===== src/rtl/hsv2rgb_pipe.sv =====
// hsv2rgb_pipe: three-stage HSV->RGB converter with valid/ready flow control.
// Stage 1 finds the hue sector and fraction, stage 2 forms the P/Q/T products,
// stage 3 selects and packs the channels. There is no divider: the 1/60-degree
// hue scaling is an H*6 with the sector taken from the bits above DW.
module hsv2rgb_pipe #(
  parameter int unsigned DW    = 8,
  parameter int unsigned TAG_W = 19,
  parameter int unsigned ORDER = 0
) (
  input  logic              clk,
  input  logic              rst_n,
  input  logic              in_valid,
  output logic              in_ready,
  input  logic [3*DW-1:0]   in_hsv,
  input  logic              in_bypass,
  input  logic [TAG_W-1:0]  in_tag,
  output logic              out_valid,
  input  logic              out_ready,
  output logic [3*DW-1:0]   out_rgb,
  output logic [TAG_W-1:0]  out_tag
);

  localparam logic [DW-1:0] Max = '1;

  // Zero-extended DW x DW multiply, full 2*DW-bit result.
  function automatic logic [2*DW-1:0] mul(input logic [DW-1:0] a, input logic [DW-1:0] b);
    mul = {{DW{1'b0}}, a} * {{DW{1'b0}}, b};
  endfunction

  logic en;

  // Stage 1 registers
  logic              v1_q;
  logic [3*DW-1:0]   hsv1_q;
  logic [2:0]        sec1_q;
  logic [DW-1:0]     frac1_q;
  logic              byp1_q;
  logic [TAG_W-1:0]  tag1_q;

  // Stage 2 registers
  logic              v2_q;
  logic [3*DW-1:0]   hsv2_q;
  logic [2:0]        sec2_q;
  logic [DW-1:0]     p2_q, q2_q, t2_q;
  logic              byp2_q;
  logic [TAG_W-1:0]  tag2_q;

  // Stage 3 (output) registers
  logic              v3_q;
  logic [3*DW-1:0]   rgb_q;
  logic [TAG_W-1:0]  tag_q;

  // Stage 1 combinational: hue scaling
  logic [DW+2:0]     hs;
  logic [2:0]        sec_d;
  logic [DW-1:0]     frac_d;

  // Stage 2 combinational: products
  logic [DW-1:0]     sat1, val1;
  logic [2*DW-1:0]   p_full, sf_full, q_full, sfc_full, t_full;

  // Stage 3 combinational: channel select and packing
  logic [DW-1:0]     hue2, sat2, val2;
  logic [DW-1:0]     r_d, g_d, b_d;
  logic [3*DW-1:0]   rgb_d;

  // A bubble at the output may always be overwritten, so the pipe only stalls on a held pixel.
  always_comb begin
    en       = out_ready | ~v3_q;
    in_ready = en;
  end

  // Sector and fraction of the hue: H*6 split at bit DW.
  always_comb begin
    hs     = {3'b000, in_hsv[3*DW-1:2*DW]} * (DW+3)'(6);
    sec_d  = hs[DW+2:DW];
    frac_d = hs[DW-1:0];
  end

  // Truncating fixed-point P/Q/T from the stage-1 S, V and fraction.
  always_comb begin
    sat1     = hsv1_q[2*DW-1:DW];
    val1     = hsv1_q[DW-1:0];
    p_full   = mul(val1, Max - sat1);
    sf_full  = mul(sat1, frac1_q);
    q_full   = mul(val1, Max - sf_full[2*DW-1:DW]);
    sfc_full = mul(sat1, Max - frac1_q);
    t_full   = mul(val1, Max - sfc_full[2*DW-1:DW]);
  end

  // Pick R/G/B by sector, honouring bypass first and then the grey (S=0) case.
  always_comb begin
    hue2 = hsv2_q[3*DW-1:2*DW];
    sat2 = hsv2_q[2*DW-1:DW];
    val2 = hsv2_q[DW-1:0];
    r_d  = '0;
    g_d  = '0;
    b_d  = '0;
    if (byp2_q) begin
      r_d = hue2;
      g_d = sat2;
      b_d = val2;
    end else if (sat2 == '0) begin
      r_d = val2;
      g_d = val2;
      b_d = val2;
    end else begin
      case (sec2_q)
        3'd0: begin r_d = val2; g_d = t2_q; b_d = p2_q; end
        3'd1: begin r_d = q2_q; g_d = val2; b_d = p2_q; end
        3'd2: begin r_d = p2_q; g_d = val2; b_d = t2_q; end
        3'd3: begin r_d = p2_q; g_d = q2_q; b_d = val2; end
        3'd4: begin r_d = t2_q; g_d = p2_q; b_d = val2; end
        3'd5: begin r_d = val2; g_d = p2_q; b_d = q2_q; end
        default: begin r_d = '0; g_d = '0; b_d = '0; end
      endcase
    end
    if (ORDER == 1) begin
      rgb_d = {r_d, b_d, g_d};
    end else begin
      rgb_d = {r_d, g_d, b_d};
    end
  end

  // Stage valids and the visible output; reset drops every in-flight pixel.
  always_ff @(posedge clk) begin
    if (!rst_n) begin
      v1_q  <= 1'b0;
      v2_q  <= 1'b0;
      v3_q  <= 1'b0;
      rgb_q <= '0;
      tag_q <= '0;
    end else if (en) begin
      v1_q  <= in_valid;
      v2_q  <= v1_q;
      v3_q  <= v2_q;
      rgb_q <= rgb_d;
      tag_q <= tag2_q;
    end
  end

  // Internal data registers; contents behind a cleared valid are don't-care.
  always_ff @(posedge clk) begin
    if (en) begin
      hsv1_q  <= in_hsv;
      sec1_q  <= sec_d;
      frac1_q <= frac_d;
      byp1_q  <= in_bypass;
      tag1_q  <= in_tag;
      hsv2_q  <= hsv1_q;
      sec2_q  <= sec1_q;
      p2_q    <= p_full[2*DW-1:DW];
      q2_q    <= q_full[2*DW-1:DW];
      t2_q    <= t_full[2*DW-1:DW];
      byp2_q  <= byp1_q;
      tag2_q  <= tag1_q;
    end
  end

  // H < 2^DW keeps H*6 below 6*2^DW, so sectors 6 and 7 can never appear.
  always_ff @(posedge clk) begin
    if (rst_n && v1_q) begin
      assert (sec1_q <= 3'd5);
    end
  end

  always_comb begin
    out_valid = v3_q;
    out_rgb   = rgb_q;
    out_tag   = tag_q;
  end

endmodule

===== config.mk =====
export PLATFORM = sky130hd
export DESIGN_NAME = hsv2rgb_pipe
export DESIGN_NICKNAME = d
export VERILOG_FILES = /design/src/rtl/hsv2rgb_pipe.sv
export SDC_FILE = /design/constraint.sdc
export NUM_CORES = 1
export LEC_CHECK = 0
export ABC_CLOCK_PERIOD_IN_PS = 13000
export CAP_MARGIN = 20
export CORE_MARGIN = 4
export CORE_UTILIZATION = 40
export DETAILED_ROUTE_END_ITERATION = 16
export SKIP_CTS_REPAIR_TIMING = 1
export SYNTH_ARGS = -nofsm -noshare
export SYNTH_HDL_FRONTEND = slang
export SYNTH_SLANG_ARGS = --single-unit
export TNS_END_PERCENT = 50

===== constraint.sdc =====
create_clock -name clk -period 13 [get_ports clk]
set_input_delay 3.9 -clock clk [delete_from_list [all_inputs] [get_ports clk]]
set_output_delay 3.9 -clock clk [all_outputs]
set_load 0.005 [all_outputs]

---- After elaboration in Yosys (flattened, before gate mapping) ----
Index checks and enable logic that the tools add are counted.
W data, S select, Z words.
storage, ports and cells
  bits in registers ....................... 171
  bits in latches ......................... 0
  RAM bits ................................ 0
  ROM bits ................................ 0
  output and inout port bits .............. 45
  memories kept ........................... 0
cells by class
  add/sub/neg operators ................... 4
  multiply operators ...................... 6
  divide/modulo/power cells ............... 0
  magnitude comparators ................... 0
  eq/ne operators ......................... 5
  shifts and indexed selects .............. 0
  muxes and demuxes ....................... 9
  bitwise gates (word level) .............. 2
  reductions and logical operators ........ 8
operator list
  operator                count
  $pmux W8 S4             3
  $mul A8 B8 Y16          4
  $mux W8                 6
  $sub A8 B8 Y8 const A   4
  $mul A8 B7 Y15          1
  $reduce_or A2 Y1        6
  $mul A8 B2 Y10 const B  1
  $logic_not A8 Y1        1
  $eq A3 B2 Y1 const B    2
  $eq A3 B3 Y1 const B    2
  $eq A3 B1 Y1 const B    1
  $logic_not A3 Y1        1
  $not A1 Y1              1
  $or A1 B1 Y1            1

---- Depth between registers and ports, before layout ----
Gate-level depths: netlist (run 1).
  depth in word-level cells ............... 5
  mapped depth ............................ 36
  gate-level depth less buffers ........... 34

---- Worst setup path before layout (run 1) ----
OpenSTA, ideal clock, no wires.
  kind .................................... in2out
  start point ............................. in out_ready
  end point ............................... out in_ready
  arrival ................................. 8.040 ns
  required time ........................... 9.100 ns
  path slack .............................. 1.060 ns
  stages on the path ...................... 5
  path buffers ............................ 3
  cell sequence ........................... nor2b_1 -> clkbuf_1 -> inv_1 -> clkbuf_1 -> clkbuf_1
between the ends
  longest elaborated chain between the ends .. 1
RTL lines
  item                RTL line  source
  start: declaration  18        input logic out_ready,
  $or A1 B1 Y1        69        en = out_ready | ~v3_q;
  end: declaration    13        output logic in_ready,
No other way between the ends.

---- Worst setup path after layout (run 1) ----
Same ends and word-level chain as after synthesis.

==> metrics.md, run 1 <==
| Metric | Value |
|---|---|
| Run status | `finished clean` |
| Yosys top cell by area | `edfxtp_1` |
| Drt first pass iters | `5` |
| CTS tree | `yes` |
| Post-route setup slack | `3.036 ns` |
| Fin. max-slew vios | `0` |
| Final clock skew | `0.01255 ns` |
| Min-delay worst type | `flip-flop to flip-flop` |
| Mean post-synth cell area | `9.783 µm²` |
| Post-synth top cells | `inv_1 (233), ha_1 (172), fa_1 (169), nand2_1 (154)` |
| ANT cells | `0` |
| Post-Synthesis Net Count | `2097` |
| FF+latch count, synth | `170` |
| Initial detailed-routing violation count | `729` |
| M2 GR Usage | `29.63%` |
| Initial antenna violation count | `0` |
| CTS Buf Count | `17` |
| Synth Instances | `1708` |
| Die Ht | `212.4 µm` |
| Core Box Area | `41110 µm²` |
| CTS root buf | `clkbuf_16` |
| First-pass GRT wire length | `63850 µm` |
| EDFF count, synth | `124` |
| Critical path origin | `out_ready` |
| Tcrit/Tclk final | `76.65%` |
| Top FF cell, synth | `edfxtp_1` |
| Clock Path Buffers | `2` |
| Endpoints failing setup | `0` |
| Share of layout cells above drive strength 1 | `3.959%` |
| Nets | `2144` |
| Post-synth cell types | `71` |
| Max-Cap Viols | `0` |
| RSZ-0062 raised after global routing | `false` |
| DP Wirelength | `28080 µm` |
| Vias per Instance | `5.190` |
| Largest net degree at the start of global routing | `100` |
| Worst reg2reg startpoint | `hsv1_q[13]$_DFFE_PP_` |
| Io pins | `93` |
| Antenna viol nets, final | `0` |
| Layout area overhead | `12.41%` |
| WHS | `0.4186 ns` |
| Clk pin slew, worst setup/hold paths | `0.07 ns` |
| Input/output buffers | `92` |
| Slew HR | `25.72%` |
| Setup crit end kind | `output port` |
| Starting Density | `40.65%` |
| Sequential area share after synthesis | `27.79%` |
| Inst Count DP | `2268` |
| Most frequent cell after synthesis | `inv_1` |
| Sink Count | `170` |
| Setup WS pre-CTS | `2.997 ns` |
| GRT Util Overall | `17.63%` |
| Clock latency on the worst-skew pair | `0.45 ns` |
| Worst-margin pin slew | `1.112 ns` |
| CP Data Required Time | `9.10 ns` |
| Residual DRC | `0` |
| Wire per inst | `16.65 µm` |
| Gpl congestion | `0.8378` |
| Worst EP arrival | `6.06 ns` |
| Setup TNS | `0 ns` |
| Critical path class | `input pin to output port` |
| Grt met1 use | `24.00%` |
| Non-Filler Instances | `2300` |
| # rows | `74` |
| Vias | `11940` |
| Crit path launch type | `input pin` |
| Count of yosys warnings during synthesis | `0` |
| Final hold vios | `0` |
| Die width | `212.4 µm` |
| Vias in the first global route | `12210` |
| Async SR Flop Fraction | `0%` |
| Fmax | `100.4 MHz` |
| Ranking of synthesized cells by area | `edfxtp_1 (22%), fa_1 (20%), ha_1 (13%)` |
| Final WL | `38310 µm` |
| Top cell type's share of synthesized area | `22.28%` |
| Busiest grt layer | `met2` |
| CTS H-tree depth | `4` |
| Hold Startpoint | `hsv1_q[20]$_DFFE_PP_` |
| Critical Path Fanout Max | `99` |
| Met3 usage | `2.199%` |
| Full die area | `45110 µm²` |
| Synth Cell Area | `16710 µm²` |
| Grt total ovfl | `0` |
| Crit path time final | `9.964 ns` |
kinds of logic (layout without fill, tap and decap cells):
family	count (synthesis)	after routing	synth area share, %
AOI/OAI and AO/OA	255	255	11.17
xor gates and xnor gates	35	35	1.834
adders and majority gates	341	341	33.13
buffers and inverters	317	377	7.136
DFF	170	170	27.79
muxes	6	6	0.3669
and+or+nand+nor	584	584	18.57
final timing paths:
path | cells past startpoint | slack, ns | to
worst max-delay path | 5 | 3.04 | in_ready
worst min-delay path | 0 | 0.42 | hsv2_q[20]$_DFFE_PP_
worst max register to register | 28 | 3.27 | t2_q[3]$_DFFE_PP_
worst min register to register | 0 | 0.42 | hsv2_q[20]$_DFFE_PP_
cell usage in the layout (no fill, tap or decap), types with 11 or more instances in the layout:
cell type	count
dfxtp_1	46
xor2_1	13
and2_1	57
and3_1	17
clkbuf_16	18
edfxtp_1	124
nand3_1	24
a21boi_0	31
o311ai_0	15
nor2_1	64
buf_4	19
clkdlybuf4s50_1	92
a211oi_1	17
nor2b_1	123
ha_1	172
xnor2_1	22
nand2_1	154
o21ai_0	46
fa_1	169
inv_1	232
nand2b_1	74
nand4_1	11
a21oi_1	45
a21o_1	12
nor3_1	20
critical path, stage by stage:
cell,delay (ns)
clkdlybuf4s50_1,0.50
nor2b_4,0.04
buf_4,0.28
inv_6,0.66
clkdlybuf4s50_1,0.65
final cells by class:
class                   instances  area (µm²)
clock buffers                  18       450.4
well taps                     532       665.6
fillers                      3891       22330
flip-flops and latches        170        4644
multi-input cells            1221       10880
clock inverters                14       195.2
repair buffers                111        1064
inverters                     234       883.3
sequential cells by signal (all words and copies together) (netlist names):
| signal | cells |
|---|---|
| sec1_q | 3 |
| out_valid | 1 |
| sec2_q | 3 |
| hsv1_q | 24 |
| out_tag | 19 |
| t2_q | 8 |
| v2_q | 1 |
| p2_q | 8 |
| hsv2_q | 24 |
| byp1_q | 1 |
| q2_q | 8 |
| tag1_q | 19 |
| frac1_q | 6 |
| v1_q | 1 |
| out_rgb | 24 |
| byp2_q | 1 |
| tag2_q | 19 |
metrics by stage:
stage          utilization, %  instance area [µm²]
5_1_grt                 45.69                18780
3_5_place_dp            44.12                18140
6_report                45.69                18780
3_3_place_gp            44.12                18140
4_1_cts                 45.69                18780
2_1_floorplan               -                16710
layer usage:
layer / vias to the layer above / routed length (µm) / part of all wire, %
met5: - / 0 / 0
met4: 0 / 816 / 2.1
met3: 43 / 1441 / 3.8
met2: 223 / 18410 / 48
met1: 5902 / 17640 / 46
li1: 5770 / - / -
Power of run 1 is left out: the tool's default activity adds up to more than one toggle a clock period on the data nets, which glitch-free logic cannot reach.
==> run 2, diff against run 1 <==
ABC_CLOCK_PERIOD_IN_PS = 10100   (was 13000)
clock period = 10.1 ns   (was 13 ns; I/O delays follow)
==> metrics.md, run 2 (same netlist as run 1, synthesis figures left out) <==
| Metric | Value |
|---|---|
| CP peak stage delay | `0.59 ns` |
| Endpoints failing setup | `0` |
| Vias in the first global route | `12300` |
| Fmax | `106.3 MHz` |
| Share of layout cells above drive strength 1 | `4.877%` |
| Largest net degree at the start of global routing | `80` |
| Clock latency on the worst-skew pair | `0.45 ns` |
| Crit path launch type | `flip-flop` |
| RSZ-0062 raised after global routing | `false` |
| Most used cell, CP | `fa_1` |
| Tcrit/Tclk final | `93.11%` |
| Io pins | `93` |
| Most common cell after layout, fill and taps aside | `inv_1` |
| Crit path time final | `9.404 ns` |
| GRT Util Overall | `18.11%` |
| Critical Path Fanout Max | `17` |
| Clock Path Buffers | `2` |
| Run status | `finished clean` |
| CTS H-tree depth | `4` |
| Commonest non-fill, non-tap cells in the layout | `inv_1 (232), ha_1 (172), fa_1 (169), nand2_1 (154), edfxtp_1 (124)` |
| Input/output buffers | `92` |
| Final hold vios | `0` |
| Min-delay worst type | `flip-flop to flip-flop` |
| Drt first pass iters | `7` |
| DP Wirelength | `29530 µm` |
| Die Ht | `212.4 µm` |
| Residual DRC | `0` |
| CTS root buf | `clkbuf_16` |
| WHS | `0.4198 ns` |
| Final clock skew | `0.01437 ns` |
| Clk pin slew, worst setup/hold paths | `0.07 ns` |
| Initial antenna violation count | `0` |
| Final WL | `39870 µm` |
| First-pass GRT wire length | `65140 µm` |
| Grt total ovfl | `0` |
| Initial detailed-routing violation count | `846` |
| Layout area overhead | `13.16%` |
| Core Box Area | `41110 µm²` |
| Gpl congestion | `0.8711` |
| # rows | `74` |
| Fin. max-slew vios | `0` |
| Vias | `12120` |
| Die width | `212.4 µm` |
| Nets | `2160` |
| Worst EP arrival | `9.60 ns` |
| Setup crit end kind | `flip-flop` |
| Worst-margin pin slew | `1.023 ns` |
| Slowest CP cell | `xor2_1` |
| Wire per inst | `17.21 µm` |
| Starting Density | `40.65%` |
| Max-Cap Viols | `0` |
| ANT cells | `0` |
| Full die area | `45110 µm²` |
| CP Data Required Time | `10.30 ns` |
| Critical path class | `flip-flop to flip-flop` |
| Slew HR | `31.82%` |
| Vias per Instance | `5.232` |
| CTS Buf Count | `17` |
| CTS tree | `yes` |
| Sink Count | `170` |
| Setup TNS | `0 ns` |
| Antenna viol nets, final | `0` |
## run 2: cell count changes in the layout (fill, tap and decap cells not counted), sizes merged
cell	delta
buf	+16
## run 2: cell type report
class	count	area (µm²)
well taps	532	665.6
inverters	234	883.3
clock buffers	18	450.4
clock inverters	14	192.7
repair buffers	127	1184
fillers	3888	22200
multi-input cells	1221	10890
flip-flops and latches	170	4644
## run 2: worst max-delay path, delay by kind of cell (launching register included)
family | cells | cell delay [ns]
AOI/OAI and AO/OA | 11 | 2.47
xor gates and xnor gates | 2 | 0.66
adders and majority gates | 10 | 4.40
buffers and inverters | 6 | 0.58
DFF | 1 | 0.57
and+or+nand+nor | 3 | 0.44
## run 2: path summary, 6_finish.rpt
| check | slack [ns] | from | to | cells after the start |
|---|---|---|---|---|
| setup / recovery | 0.70 | hsv1_q[9]$_DFFE_PP_ | t2_q[3]$_DFFE_PP_ | 32 |
| hold / removal | 0.42 | tag1_q[10]$_DFFE_PP_ | tag2_q[10]$_DFFE_PP_ | 0 |
| setup reg to reg | 0.70 | hsv1_q[9]$_DFFE_PP_ | t2_q[3]$_DFFE_PP_ | 32 |
| hold reg to reg | 0.42 | tag1_q[10]$_DFFE_PP_ | tag2_q[10]$_DFFE_PP_ | 0 |
## run 2: layer usage
layer | global-route usage (%) | wire [µm] | part of all wire, %
met1 | 24.10 | 18220 | 46
met2 | 31.07 | 19320 | 48
met3 | 2.361 | 1510 | 3.8
met4 | 5.331 | 807 | 2.0
met5 | 0 | 0 | 0
## run 2: through the flow
stage	instances	cell area, µm²	setup WS [ns]	utilization [%]
after floorplan	1708	16710	1.340	-
after global placement	2283	18250	0.8059	44.39
after detailed placement	2283	18250	0.5752	44.39
after CTS	2315	18890	0.5538	45.96
after global routing	2316	18910	0.01588	45.99
final	2316	18910	0.6956	45.99
Power of run 2 is left out for the same reason.
